## src/rtl/mesi_controller_pkg.sv

```systemverilog
// Shared types for the MESI cache coherence controller: line states,
// bus commands, controller FSM states and counter indices.
package mesi_controller_pkg;

  typedef enum logic [1:0] {
    I = 2'd0,
    S = 2'd1,
    E = 2'd2,
    M = 2'd3
  } state_t;

  typedef enum logic [2:0] {
    bus_none    = 3'd0,
    bus_read    = 3'd1,
    bus_readex  = 3'd2,
    bus_upgrade = 3'd3,
    bus_flush   = 3'd4
  } bus_cmd_t;

  typedef enum logic [2:0] {
    FSM_IDLE     = 3'd0,
    FSM_ARB_WB   = 3'd1,
    FSM_WB       = 3'd2,
    FSM_ARB_FILL = 3'd3,
    FSM_FILL     = 3'd4,
    FSM_DONE     = 3'd5
  } fsm_t;

  localparam int CNT_HIT  = 0;
  localparam int CNT_MISS = 1;
  localparam int CNT_WB   = 2;
  localparam int NUM_CNT  = 3;

endpackage

```

## src/rtl/mesi_controller_snoop.sv

```systemverilog
// Registered snoop responder: computes the new state of a snooped local line
// and tells the FSM when a snoop is about to write or invalidate a line.
module mesi_snoop
  import mesi_controller_pkg::*;
(
  input  logic       clk,
  input  logic       reset,
  input  logic       snoop_valid,
  input  logic [2:0] snoop_cmd,
  input  logic       snoop_tag_match,
  input  logic [1:0] snoop_state,
  output logic       snoop_state_we,
  output logic [1:0] snoop_state_out,
  output logic       snoop_flush,
  output logic       snoop_we_next,
  output logic       same_line_inv
);

  logic   snoop_we_q,    snoop_we_d;
  state_t snoop_out_q,   snoop_out_d;
  logic   snoop_flush_q, snoop_flush_d;
  state_t cur_state;
  bus_cmd_t cur_cmd;

  assign cur_state = state_t'(snoop_state);
  assign cur_cmd   = bus_cmd_t'(snoop_cmd);

  always_comb begin
    snoop_we_d    = 1'b0;
    snoop_out_d   = snoop_out_q;
    snoop_flush_d = 1'b0;
    same_line_inv = 1'b0;
    if (snoop_valid && snoop_tag_match) begin
      case (cur_cmd)
        bus_read: begin
          if (cur_state == M || cur_state == E) begin
            snoop_we_d    = 1'b1;
            snoop_out_d   = S;
            snoop_flush_d = (cur_state == M);
          end
        end
        bus_readex, bus_upgrade: begin
          // Flagged even for I so a pending upgrade is always demoted.
          same_line_inv = 1'b1;
          if (cur_state != I) begin
            snoop_we_d    = 1'b1;
            snoop_out_d   = I;
            snoop_flush_d = (cur_state == M);
          end
        end
        default: ;
      endcase
    end
  end

  always_ff @(posedge clk) begin
    if (reset) begin
      snoop_we_q    <= 1'b0;
      snoop_out_q   <= I;
      snoop_flush_q <= 1'b0;
    end else begin
      snoop_we_q    <= snoop_we_d;
      snoop_out_q   <= snoop_out_d;
      snoop_flush_q <= snoop_flush_d;
    end
  end

  assign snoop_state_we  = snoop_we_q;
  assign snoop_state_out = snoop_out_q;
  assign snoop_flush     = snoop_flush_q;
  assign snoop_we_next   = snoop_we_d;

endmodule

```

## src/rtl/mesi_controller.sv

```systemverilog
// Per-cache MESI/MSI coherence controller: hit classification, bus
// request/grant sequencing with dirty-victim writeback, snoop responses.
module mesi_controller
  import mesi_controller_pkg::*;
#(
  parameter bit MESI_EN = 1'b1,
  parameter int COUNT_W = 32
) (
  input  logic               clk,
  input  logic               reset,
  input  logic               cpu_valid,
  input  logic               cpu_store,
  input  logic               tag_match,
  input  logic [1:0]         line_state,
  output logic               cpu_ready,
  output logic               cpu_hit,
  output logic               state_we,
  output logic [1:0]         state_out,
  output logic               bus_req,
  input  logic               bus_gnt,
  output logic [2:0]         bus_cmd,
  input  logic               bus_done,
  input  logic               bus_shared,
  input  logic               snoop_valid,
  input  logic [2:0]         snoop_cmd,
  input  logic               snoop_tag_match,
  input  logic [1:0]         snoop_state,
  output logic               snoop_state_we,
  output logic [1:0]         snoop_state_out,
  output logic               snoop_flush,
  output logic [COUNT_W-1:0] hit_count,
  output logic [COUNT_W-1:0] miss_count,
  output logic [COUNT_W-1:0] wb_count
);

  fsm_t     fsm_q,       fsm_d;
  bus_cmd_t fill_cmd_q,  fill_cmd_d;
  logic     store_q,     store_d;
  logic     shared_q,    shared_d;
  logic     cpu_ready_q, cpu_ready_d;
  logic     cpu_hit_q,   cpu_hit_d;
  logic     state_we_q,  state_we_d;
  state_t   state_out_q, state_out_d;
  logic [NUM_CNT-1:0] cnt_inc;
  logic [COUNT_W-1:0] cnt_val [NUM_CNT];

  logic   snoop_we_next, same_line_inv;
  state_t cur_state;
  logic   line_hit, accept;

  mesi_snoop u_snoop (
    .clk             (clk),
    .reset           (reset),
    .snoop_valid     (snoop_valid),
    .snoop_cmd       (snoop_cmd),
    .snoop_tag_match (snoop_tag_match),
    .snoop_state     (snoop_state),
    .snoop_state_we  (snoop_state_we),
    .snoop_state_out (snoop_state_out),
    .snoop_flush     (snoop_flush),
    .snoop_we_next   (snoop_we_next),
    .same_line_inv   (same_line_inv)
  );

  assign cur_state = state_t'(line_state);
  assign line_hit  = tag_match && (cur_state != I);
  // Skip the cycle where cpu_ready is still up (request not yet dropped) and
  // any cycle where a snoop write is pending, so line_state is never stale.
  assign accept    = cpu_valid && !cpu_ready_q && !snoop_we_next && !snoop_state_we;

  always_comb begin
    fsm_d       = fsm_q;
    fill_cmd_d  = fill_cmd_q;
    store_d     = store_q;
    shared_d    = shared_q;
    cpu_ready_d = 1'b0;
    cpu_hit_d   = 1'b0;
    state_we_d  = 1'b0;
    state_out_d = state_out_q;
    cnt_inc     = '0;
    case (fsm_q)
      FSM_IDLE: begin
        if (accept) begin
          if (line_hit && !(cpu_store && cur_state == S)) begin
            cpu_ready_d      = 1'b1;
            cpu_hit_d        = 1'b1;
            cnt_inc[CNT_HIT] = 1'b1;
            if (cpu_store && cur_state == E) begin
              state_we_d  = 1'b1;
              state_out_d = M;
            end
          end else begin
            cnt_inc[CNT_MISS] = 1'b1;
            store_d           = cpu_store;
            if (line_hit) begin
              fill_cmd_d = bus_upgrade;
              fsm_d      = FSM_ARB_FILL;
            end else begin
              fill_cmd_d = cpu_store ? bus_readex : bus_read;
              fsm_d      = (cur_state == M) ? FSM_ARB_WB : FSM_ARB_FILL;
            end
          end
        end
      end
      FSM_ARB_WB: begin
        if (bus_gnt) begin
          fsm_d           = FSM_WB;
          cnt_inc[CNT_WB] = 1'b1;
        end
      end
      FSM_WB: begin
        if (bus_done) fsm_d = FSM_ARB_FILL;
      end
      FSM_ARB_FILL: begin
        // Another cache took ownership first; our S copy is gone, so the
        // upgrade must become a full read-exclusive.
        if (bus_gnt) fsm_d = FSM_FILL;
        else if (same_line_inv && fill_cmd_q == bus_upgrade) fill_cmd_d = bus_readex;
      end
      FSM_FILL: begin
        if (bus_done) begin
          shared_d = bus_shared;
          fsm_d    = FSM_DONE;
        end
      end
      FSM_DONE: begin
        if (!snoop_we_next) begin
          cpu_ready_d = 1'b1;
          state_we_d  = 1'b1;
          state_out_d = store_q ? M : ((MESI_EN && !shared_q) ? E : S);
          fsm_d       = FSM_IDLE;
        end
      end
      default: fsm_d = FSM_IDLE;
    endcase
  end

  always_ff @(posedge clk) begin
    if (reset) begin
      fsm_q       <= FSM_IDLE;
      fill_cmd_q  <= bus_none;
      store_q     <= 1'b0;
      shared_q    <= 1'b0;
      cpu_ready_q <= 1'b0;
      cpu_hit_q   <= 1'b0;
      state_we_q  <= 1'b0;
      state_out_q <= I;
    end else begin
      fsm_q       <= fsm_d;
      fill_cmd_q  <= fill_cmd_d;
      store_q     <= store_d;
      shared_q    <= shared_d;
      cpu_ready_q <= cpu_ready_d;
      cpu_hit_q   <= cpu_hit_d;
      state_we_q  <= state_we_d;
      state_out_q <= state_out_d;
    end
  end

  genvar gi;
  generate
    for (gi = 0; gi < NUM_CNT; gi++) begin : g_cnt
      logic [COUNT_W-1:0] cnt_q, cnt_d;
      always_comb begin
        cnt_d = cnt_q;
        if (cnt_inc[gi] && (cnt_q != {COUNT_W{1'b1}})) cnt_d = cnt_q + 1'b1;
      end
      always_ff @(posedge clk) begin
        if (reset) cnt_q <= '0;
        else       cnt_q <= cnt_d;
      end
      assign cnt_val[gi] = cnt_q;
    end
  endgenerate

  always_comb begin
    bus_cmd = bus_none;
    case (fsm_q)
      FSM_ARB_WB, FSM_WB:     bus_cmd = bus_flush;
      FSM_ARB_FILL, FSM_FILL: bus_cmd = fill_cmd_q;
      default:                bus_cmd = bus_none;
    endcase
  end

  assign bus_req    = (fsm_q == FSM_ARB_WB) || (fsm_q == FSM_WB) ||
                      (fsm_q == FSM_ARB_FILL) || (fsm_q == FSM_FILL);
  assign cpu_ready  = cpu_ready_q;
  assign cpu_hit    = cpu_hit_q;
  assign state_we   = state_we_q;
  assign state_out  = state_out_q;
  assign hit_count  = cnt_val[CNT_HIT];
  assign miss_count = cnt_val[CNT_MISS];
  assign wb_count   = cnt_val[CNT_WB];

endmodule

```

## config.mk

```make
export PLATFORM = sky130hd
export DESIGN_NAME = mesi_controller
export DESIGN_NICKNAME = d
export VERILOG_FILES = /design/src/rtl/mesi_controller_pkg.sv /design/src/rtl/mesi_controller_snoop.sv /design/src/rtl/mesi_controller.sv
export SDC_FILE = /design/constraint.sdc
export NUM_CORES = 1
export LEC_CHECK = 0
export CAP_MARGIN = 20
export CORE_MARGIN = 3
export CORE_UTILIZATION = 50
export DETAILED_ROUTE_END_ITERATION = 12
export DONT_BUFFER_PORTS = 1
export GPL_ROUTABILITY_DRIVEN = 0
export PLACE_DENSITY_LB_ADDON = 0.1
export SLEW_MARGIN = 0
export SYNTH_ARGS = -nofsm -noshare
export SYNTH_HDL_FRONTEND = slang
export SYNTH_SLANG_ARGS = --single-unit
```

## constraint.sdc

```tcl
create_clock -name clk -period 2.55 [get_ports clk]
set_input_delay 0.1275 -clock clk [delete_from_list [all_inputs] [get_ports clk]]
set_output_delay 0.1275 -clock clk [all_outputs]
set_load 0.02 [all_outputs]
```

Yosys cells after proc, flatten, opt, wreduce, memory -nomap -nowiden
Index checks and enable logic that the tools add are counted.
- output and inout port bits: 109
- register bits: 113
- reductions and logical operators: 37
- bitwise logic cells: 3
- muxes and demuxes: 50
- equality and inequality tests: 30
- $add $sub $neg: 3
- operator list (operator ; number):
    $add 32x1->32 const B ; 3
    $ne 32x32->1 const B ; 3
    $mux 3 ; 11
    $mux 2 ; 14
    $ne 2x2->1 const B ; 11
    $pmux 3 s6 ; 1
    $mux 1 ; 16
    $eq 3x2->1 const B ; 5
    $logic_and 1x1->1 ; 12
    $pmux 3 s2 ; 2
    $reduce_and 5->1 ; 2
    $reduce_bool 2->1 ; 5
    $reduce_or 2->1 ; 5
    $eq 2x2->1 const B ; 4
    $pmux 1 s2 ; 4
    $pmux 2 s2 ; 2
    $reduce_and 7->1 ; 1
    $eq 3x1->1 const B ; 2
    $eq 3x3->1 const B ; 2
    $logic_not 1->1 ; 4
    $logic_or 1x1->1 ; 4
    $ne 2x1->1 const B ; 2
    $reduce_and 4->1 ; 1
    $logic_not 3->1 ; 1
    4 further kinds ; 6

Depth between registers and ports, before layout
Gate-level depths: netlist (run 1).
- depth in word-level cells: 11
- depth in mapped cells: 8
- mapped depth without buffers: 7

Modules after synthesis
Synthesis (run 1) repeated with hierarchy kept, for this count alone.
- cells, all modules: 702
- area, all modules: 5865.6 um2
- modules (own cells, without submodules) (module ; cells each ; area an instance (um2) ; seq. area each (um2) ; times used):
    mesi_controller ; 683 ; 5691.7 ; 2162.1 ; 1
    mesi_snoop ; 19 ; 173.9 ; 60.1 ; 1

Least setup slack after synthesis (run 1)
Ideal clock, no wire load.
- path kind: reg2reg
- start point: reg g_cnt[1].cnt_q[11], in the netlist miss_count[11]
- end point: reg g_cnt[1].cnt_q[17], in the netlist miss_count[17]
- path buffers: 0
- arrival: 2.127 ns
- slack: 0.300 ns
- cell stages (with the launch flop): 7
- period minus slack after synthesis: 2.250 ns
- cell sequence: dfxtp_1 -> nand4_1 -> or3_1 -> or4_4 -> nor3b_1 -> nand2_1 -> mux2_1
- longest elaborated chain between the ends: 2
- elaborated cells on any way between the ends: 3
- classes of those cells: 1 x add/sub; 1 x eq/ne; 1 x reduce/logical
- RTL lines (element ; line ; text):
    start, declared ; mesi_controller.sv:163 ; logic [COUNT_W-1:0] cnt_q, cnt_d;
    start signal, assigned ; mesi_controller.sv:170 ; else cnt_q <= cnt_d;
    branches (longest 2 deep; another with $add 32x1->32) ; n/a ;
Parallel ways; which one is timed is not known.
A chain may end at the register's enable or synchronous reset.

Worst setup path in the final report (run 1)
- start point: reg g_cnt[1].cnt_q[17], in the netlist miss_count[17]
- end point: reg g_cnt[1].cnt_q[17], in the netlist miss_count[17]
The elaborated chain is that of the path after synthesis.

==> results of run 1 <==
[critical path: stages (launching register included)]
cell and delay [ns]:
dfxtp_1 0.53, nand4_1 0.23, or3_1 0.37, or4_4 0.54, nor3b_1 0.19, nand2_1 0.09, mux2_1 0.31
[final cells by class]
class                   count  area, um^2
clock buffers              10         138
inverters                   6        22.5
clock inverters             6        70.1
fillers                   958        4090
flip-flops and latches    111        2220
well taps                 136         170
repair buffers             83         663
multi-input cells         510        3130
[per-layer routing]
layer / vias to the layer above / wire (um)
met5: - / 0
met4: 0 / 257
met3: 21 / 1110
met2: 183 / 6480
met1: 2373 / 6200
li1: 2460 / -
[final timing paths]
kind | endpoint | cells after the start
min reg2reg | fill_cmd_q[1]$_SDFFE_PP0P_ | 2
max reg2reg | miss_count[17]$_SDFFE_PP0P_ | 6
max | miss_count[17]$_SDFFE_PP0P_ | 6
min | fill_cmd_q[0]$_SDFFE_PP0P_ | 4
[cells in the mapped netlist (all sizes together), types with 4 or more instances]
| library cell | count |
|---|---|
| nor2 | 112 |
| nand2 | 48 |
| nor2b | 9 |
| buf | 9 |
| o21ai | 12 |
| nand4 | 42 |
| and2 | 11 |
| clkbuf | 23 |
| dfxtp | 111 |
| nand3 | 39 |
| or4 | 4 |
| nor4b | 4 |
| and4 | 11 |
| or3 | 5 |
| and3 | 24 |
| xnor2 | 41 |
| nand4b | 5 |
| a21oi | 14 |
| nor3 | 20 |
| nor4 | 22 |
| inv | 6 |
| xor2 | 45 |
[stage by stage]
| step | worst slack, ns | instance area (um^2) | util (%) | instances |
|---|---|---|---|---|
| 2_1_floorplan | 0.300 | 5500 | - | 659 |
| 3_3_place_gp | 0.198 | 6090 | 57.9 | 836 |
| 3_5_place_dp | 0.123 | 6090 | 57.9 | 836 |
| 4_1_cts | 0.0853 | 6400 | 60.9 | 861 |
| 5_1_grt | 0.0645 | 6420 | 61.1 | 862 |
| 6_report | 0.198 | 6420 | 61.1 | 862 |
[cell families (layout without fill, tap and decap cells)]
logic type	after synthesis	after routing	share of synthesized area, %
xor gates and xnor gates	86	86	13.7
DFF	111	111	40.4
adders and majority gates	3	3	0.682
buffers and inverters	38	105	2.84
other	1	1	0.0681
muxes	3	3	0.591
and+or+nand+nor	369	369	35.5
AOI/OAI and AO/OA	48	48	6.23
[state kept, by name (all words and copies together) (netlist names)]
signal	count
cpu_hit	1
cpu_ready	1
store_q	1
wb_count	32
miss_count	32
u_snoop.snoop_flush	1
shared_q	1
state_out	2
fsm_q	3
hit_count	32
state_we	1
u_snoop.snoop_state_out	1
fill_cmd_q	2
u_snoop.snoop_state_we	1
[where the power goes]
group          internal [uW]  switching, uW  total, uW
combinational           76.6            154        230
clock                    487            612       1100
sequential              1750           25.8       1780
total                   2320            791       3110
[timing repair]
action                     CTS  global route
hold buffers                 9             0
buffers inserted             0             1
hold endpoints to repair   111             0
gates resized for setup      0             3
setup endpoints to repair    0            18
==> flow_metrics.env, run 1 <==
export IMPL_status="completed"
export IMPL_met1_usage_pct=29.0
export IMPL_synth_edf_count=0
export IMPL_drive_gt1_share_pct=14.9
export IMPL_drt_wl_total_um=14100
export IMPL_hpwl_um=10100
export IMPL_ys_ff_latch=111
export IMPL_cts_tree="built"
export IMPL_total_power_uw=3110
export IMPL_vias_per_cell=5.84
export IMPL_crit_start="miss_count[17]$_SDFFE_PP0P_"
export IMPL_clock_sinks=111
export IMPL_cts_made_buffers=9
export IMPL_clockBufferDepth=2
export IMPL_yosys_area_top_type_share_pct=40.4
export IMPL_root_buffer="clkbuf_8"
export IMPL_fin_nets=741
export IMPL_htreeDepth=3
export IMPL_hold_class="in2reg"
export IMPL_finalMaxSlewViolations=0
export IMPL_die_area_um2=12300
export IMPL_drtIter0Drc=345
export IMPL_p_per_area_nw_per_um2=484
export IMPL_cp_data_required_time_ns=2.82
export IMPL_met3_usage_pct=6.77
export IMPL_cp_end_kind="flip-flop"
export IMPL_synth_area_um2=5500
export IMPL_r2r_setup_slack_ns=0.20
export IMPL_synth_warnings=0
export IMPL_skew_ns=0.0122
export IMPL_synth_top_area_cell="dfxtp_1"
export IMPL_wl_per_cell_um=16.3
export IMPL_firstDrtPassIters=5
export IMPL_drv_cap=0
export IMPL_vias=5037
export IMPL_antennaDiodeCount=0
export IMPL_finalSetupTns_ns=0
export IMPL_grt_antenna_before_repair=0
export IMPL_fp_row_count=37
export IMPL_cp_start_kind="flip-flop"
export IMPL_met2_usage_pct=36.4
export IMPL_path_class="reg2reg"
export IMPL_holdWs_ns=0.0273
export IMPL_pin_count=126
export IMPL_clk_latency_ns=0.38
export IMPL_ant_nets=0
export IMPL_syn_area_per_cell_um2=8.35
export IMPL_setup_viol=0
export IMPL_fin_crit_sh_pct=92.2
export IMPL_route_detailed_drc=0
export IMPL_worstPathArrival_ns=2.62
export IMPL_final_cell_mix="111 x nor2_1, 111 x dfxtp_1, 74 x buf_4"
export IMPL_synth_area_top_cells="dfxtp_1 40%, nor2_1 7.6%, xor2_1 7.2%"
export IMPL_min_period_ns=2.35
export IMPL_reg2reg_from="miss_count[17]$_SDFFE_PP0P_"
export IMPL_synthArstFlopShare_pct=0
export IMPL_area_delta_synth_final_pct=16.6
export IMPL_max_freq_mhz=425
export IMPL_grt_overflow_total=0
export IMPL_rsz0062_at_grt="false"
export IMPL_hold_viol_final=0
export IMPL_grt_usage_pct=22.6
export IMPL_busiest_layer="met2"
export IMPL_worstMarginPinSlew_ns=0.588
export IMPL_synth_fp_nets=679
export IMPL_chipWidth_um=111
export IMPL_power_leakage_uw=0.00233
export IMPL_hold_start="tag_match"
export IMPL_ys_seq_area_share_pct=40.4
export IMPL_io_buffers=0
export IMPL_die_height_um=111
export IMPL_postSynthCellCount=659
export IMPL_clk_transition_reported_paths_ns=0.10
export IMPL_grt_max_degree=113
export IMPL_synth_main_ff_cell="dfxtp_1"
export IMPL_slew_headroom_pct=60.5
export IMPL_initial_core_util_pct=52.4
export IMPL_grt_pass1_wl_um=23200
export IMPL_yosys_cell_types_count=59
export IMPL_path_max_fanout=5
export IMPL_core_um2=10500
export IMPL_ir_worst_vdd_mv=0.288
export IMPL_grt_pass1_vias=4746
Note: power is estimated with default switching activity, not from simulation.
==> run 2: changes to the inputs <==
Settings changed: CELL_PAD_IN_SITES_DETAIL_PLACEMENT from default to 1, CELL_PAD_IN_SITES_GLOBAL_PLACEMENT from default to 1, CORE_UTILIZATION 50 to 47.
==> flow_metrics.env, run 2 (same netlist as run 1, synthesis figures left out) <==
export IMPL_status="completed"
export IMPL_worstPathArrival_ns=2.52
export IMPL_fillers=1335
export IMPL_die_area_um2=13000
export IMPL_cp_end_kind="flip-flop"
export IMPL_max_freq_mhz=439
export IMPL_grt_pass1_wl_um=26800
export IMPL_cts_made_buffers=9
export IMPL_hold_class="in2reg"
export IMPL_path_class="reg2reg"
export IMPL_grt_overflow_total=0
export IMPL_pin_count=126
export IMPL_core_um2=11100
export IMPL_ir_worst_vdd_mv=0.562
export IMPL_root_buffer="clkbuf_16"
export IMPL_min_period_ns=2.28
export IMPL_register_area_um2=2220
export IMPL_finalSetupTns_ns=0
export IMPL_clockBufferDepth=2
export IMPL_dpl_instance_area_um2=6090
export IMPL_cp_start_kind="flip-flop"
export IMPL_post_cts_setup_buffer_count=0
export IMPL_hold_viol_final=0
export IMPL_p_per_area_nw_per_um2=533
export IMPL_clk_transition_reported_paths_ns=0.07
export IMPL_rsz0062_at_grt="false"
export IMPL_hpwl_um=11600
export IMPL_slew_headroom_pct=61.6
export IMPL_io_buffers=0
export IMPL_antennaDiodeCount=0
export IMPL_route_detailed_drc=0
export IMPL_path_max_fanout=9
export IMPL_die_height_um=114
export IMPL_cts_tree="built"
export IMPL_fp_row_count=38
export IMPL_holdWs_ns=0.0343
export IMPL_setup_viol=0
export IMPL_skew_ns=0.00394
export IMPL_wl_per_cell_um=18.6
export IMPL_drv_cap=0
export IMPL_power_leakage_uw=0.00237
export IMPL_drtIter0Drc=308
export IMPL_finalMaxSlewViolations=0
export IMPL_grt_usage_pct=25.3
export IMPL_total_power_uw=3470
export IMPL_clock_sinks=111
export IMPL_chipWidth_um=114
export IMPL_finalInstanceArea_um2=6510
export IMPL_grt_antenna_before_repair=0
export IMPL_cp_data_required_time_ns=2.79
export IMPL_drive_gt1_share_pct=14.5
export IMPL_final_util_pct=58.5
export IMPL_grt_pass1_vias=5410
export IMPL_area_delta_synth_final_pct=18.2
export IMPL_ant_nets=0
export IMPL_vias_per_cell=5.85
export IMPL_multi_input_area_um2=3130
export IMPL_fin_nets=739
export IMPL_drt_wl_total_um=16100
export IMPL_grt_max_degree=111
export IMPL_clk_latency_ns=0.35
export IMPL_htreeDepth=3
export IMPL_vias=5052
export IMPL_final_cell_mix="111 x nor2_1, 111 x dfxtp_1, 73 x buf_4"
export IMPL_fin_crit_sh_pct=89.4
export IMPL_firstDrtPassIters=5
export IMPL_worstMarginPinSlew_ns=0.572
export IMPL_initial_core_util_pct=49.5
## run 2: timing repair
action	4_1_cts	5_1_grt
endpoints found under the setup margin	0	3
endpoints found under the hold margin	110	0
hold buffers	8	0
gates resized for setup	0	3
## run 2: area by class of cell
| type | instances | share of cell area, % |
|---|---|---|
| tap | 140 | 2.69 |
| inverter | 6 | 0.346 |
| clock buffer | 13 | 4.15 |
| multi-input combinational | 510 | 48.1 |
| timing repair buffer | 81 | 9.92 |
| sequential | 111 | 34.2 |
| clock inverter | 3 | 0.615 |
## run 2: power by group
part | switching [uW] | internal [uW] | total (uW)
clock network | 619 | 840 | 1460
registers | 24.9 | 1750 | 1780
logic | 158 | 77.3 | 235
total | 802 | 2670 | 3470
## run 2: final timing paths
path / slack [ns] / endpoint / depth (start not counted) / start
max reg2reg: 0.27 / miss_count[17]$_SDFFE_PP0P_ / 6 / cpu_ready$_SDFF_PP0_
max: 0.27 / miss_count[17]$_SDFFE_PP0P_ / 6 / cpu_ready$_SDFF_PP0_
min: 0.03 / miss_count[17]$_SDFFE_PP0P_ / 2 / reset
min reg2reg: 0.49 / fill_cmd_q[1]$_SDFFE_PP0P_ / 2 / fill_cmd_q[1]$_SDFFE_PP0P_
## run 2: stage by stage
| stage | cells | setup slack, ns |
|---|---|---|
| floorplan | 659 | 0.300 |
| global placement | 840 | 0.316 |
| detailed placement | 840 | 0.185 |
| CTS | 864 | 0.138 |
| global route | 864 | 0.0441 |
| finish | 864 | 0.270 |
## run 2: critical path, cell delays in order, from the launching register on
cell      delay (ns)
dfxtp_1         0.40
nor3b_1         0.36
and2_1          0.28
nand4b_2        0.27
nor3b_1         0.43
nand2_1         0.11
mux2_1          0.32
## run 2: routing by layer
metal	global-route usage [%]	wire length, um	vias up
met5	0	0	-
met2	43.5	7900	140
met3	8.25	1190	23
li1	-	-	2453
met1	29.5	6730	2436
met4	9.11	278	0
==> run 3: changes to the inputs <==
Settings changed: ABC_AREA from default to 1, CORE_UTILIZATION 47 to 44.
==> flow_metrics.env, run 3 <==
export IMPL_dpl_instance_area_um2=7840
export IMPL_crit_start="fsm_q[0]$_SDFFE_PP0P_"
export IMPL_final_common_cell="nand2_1"
export IMPL_grt_antenna_before_repair=0
export IMPL_root_buffer="clkbuf_16"
export IMPL_fin_crit_sh_pct=82.4
export IMPL_fin_cells=1471
export IMPL_r2r_setup_slack_ns=0.45
export IMPL_grt_overflow_total=0
export IMPL_postSynthCellCount=1187
export IMPL_p_per_area_nw_per_um2=516
export IMPL_multi_input_area_um2=4510
export IMPL_status="completed"
export IMPL_placed_cells=1448
export IMPL_syn_area_per_cell_um2=6.08
export IMPL_htreeDepth=3
export IMPL_fp_row_count=46
export IMPL_wl_per_cell_um=16.0
export IMPL_holdWs_ns=0.0435
export IMPL_area_delta_synth_final_pct=13.7
export IMPL_yosys_area_top_type_share_pct=30.8
export IMPL_chipWidth_um=134
export IMPL_clock_sinks=111
export IMPL_fillers=2281
export IMPL_synth_area_top_cells="dfxtp_1 31%, nand2_1 26%, nor2_1 9.9%"
export IMPL_die_height_um=134
export IMPL_synth_top_area_cell="dfxtp_1"
export IMPL_clockBufferDepth=2
export IMPL_cp_endpoint="wb_count[20]$_SDFFE_PP0P_"
export IMPL_path_max_fanout=28
export IMPL_cp_data_required_time_ns=2.80
export IMPL_final_cell_mix="493 x nand2_1, 190 x nor2_1, 111 x dfxtp_1"
export IMPL_grt_usage_pct=26.3
export IMPL_cts_made_buffers=9
export IMPL_rsz0062_at_grt="false"
export IMPL_post_cts_setup_buffer_count=0
export IMPL_clk_latency_ns=0.36
export IMPL_finalMaxSlewViolations=0
export IMPL_rr_endpoint="wb_count[20]$_SDFFE_PP0P_"
export IMPL_synth_fp_nets=1207
export IMPL_grt_pass1_wl_um=38900
export IMPL_synth_warnings=0
export IMPL_ant_nets=0
export IMPL_power_leakage_uw=0.00298
export IMPL_ir_worst_vdd_mv=0.365
export IMPL_yosys_cell_types_count=33
export IMPL_die_area_um2=18000
export IMPL_clk_transition_reported_paths_ns=0.07
export IMPL_reg2reg_from="fsm_q[0]$_SDFFE_PP0P_"
export IMPL_hold_viol_final=0
export IMPL_core_um2=15900
export IMPL_cp_start_kind="flip-flop"
export IMPL_antennaDiodeCount=0
export IMPL_io_buffers=0
export IMPL_firstDrtPassIters=4
export IMPL_ys_ff_latch=111
export IMPL_grt_pass1_vias=7775
export IMPL_path_class="reg2reg"
export IMPL_drive_gt1_share_pct=11.9
export IMPL_setup_viol=0
export IMPL_pin_count=126
export IMPL_max_freq_mhz=476
export IMPL_synth_area_um2=7210
export IMPL_drtIter0Drc=399
export IMPL_total_power_uw=4230
export IMPL_vias_per_cell=5.24
export IMPL_initial_core_util_pct=45.3
export IMPL_cts_tree="built"
export IMPL_synth_edf_count=0
export IMPL_finalInstanceArea_um2=8200
export IMPL_slew_headroom_pct=58.8
export IMPL_worstPathArrival_ns=2.35
export IMPL_cp_end_kind="flip-flop"
export IMPL_synth_main_ff_cell="dfxtp_1"
export IMPL_finalSetupTns_ns=0
export IMPL_yosysMostFrequentCell="nand2_1"
export IMPL_synthArstFlopShare_pct=0
export IMPL_grt_max_degree=93
export IMPL_synthTopCellsByCount="493 x nand2_1, 190 x nor2_1, 111 x dfxtp_1"
export IMPL_ys_seq_area_share_pct=30.8
export IMPL_hpwl_um=18100
export IMPL_min_period_ns=2.10
export IMPL_drv_cap=0
export IMPL_drt_wl_total_um=23500
export IMPL_fin_nets=1270
export IMPL_register_area_um2=2220
export IMPL_route_detailed_drc=0
export IMPL_worstMarginPinSlew_ns=0.616
export IMPL_rr_worst_depth=7
export IMPL_vias=7703
export IMPL_hold_class="in2reg"
export IMPL_skew_ns=0.0127
## run 3: worst max-delay path, stage by stage (launching register included)
cell     delay, ns
dfxtp_1       0.44
nand2_1       0.13
nor2_1        0.51
nand2_4       0.22
inv_2         0.43
nand3_1       0.13
nand2_1       0.09
nor2_1        0.05
## run 3: worst min-delay path by stage
stage | cells after the start | from | slack (ns) | end
after global routing | 3 | snoop_cmd[1] | 0.06 | u_snoop.snoop_state_out[0]$_SDFFE_PP0P_
after CTS | 3 | cpu_store | 0.04 | fill_cmd_q[0]$_SDFFE_PP0P_
final | 3 | cpu_store | 0.04 | fill_cmd_q[0]$_SDFFE_PP0P_
after floorplan | 2 | cpu_store | 0.27 | store_q$_SDFFE_PP0P_
after global placement | 1 | reset | 0.20 | miss_count[29]$_SDFFE_PP0P_
after detailed placement | 1 | reset | 0.20 | miss_count[25]$_SDFFE_PP0P_
## run 3: cells by family (layout without fill, tap and decap cells)
group           Yosys count  in the layout  share of synthesized area, %
flops                   111            111                          30.8
fa+ha+maj                 3              3                         0.520
other cells               1              1                        0.0520
buf+inv                  96            164                          6.66
compound gates          119            119                          9.40
xor+xnor                 35             35                          4.25
simple gates            822            822                          48.3
## run 3: power by group
part,internal [uW],switching (uW)
clock,691,697
combinational,243,701
sequential,1810,89.0
total,2740,1490
## run 3: layer usage
layer  share of wire [%]  GRT usage [%]  up-vias
met5                   0              0        -
met4                 1.6           6.73        0
met3                 5.2           5.85       30
met2                  48           45.3      149
met1                  45           33.6     3638
li1                    -              -     3886
## run 3: stage by stage
step,setup slack (ns),util [%]
after floorplan,0.648,-
after global placement,0.506,49.2
after detailed placement,0.479,49.2
after CTS,0.449,51.5
after global routing,0.318,51.5
final,0.449,51.5
## run 3: layout make-up
class / instances / area share [%]
Tap cell: 216 / 3.29
Sequential cell: 111 / 27.1
Inverter: 62 / 2.84
Timing Repair Buffer: 86 / 8.45
Clock inverter: 5 / 0.381
Multi-Input combinational cell: 980 / 55.0
Clock buffer: 11 / 2.96
## run 3: repair_timing
| item | in CTS | in global routing |
|---|---|---|
| hold endpoints to repair | 96 | 0 |
| hold buffers | 7 | 0 |
| resized for setup | 0 | 0 |
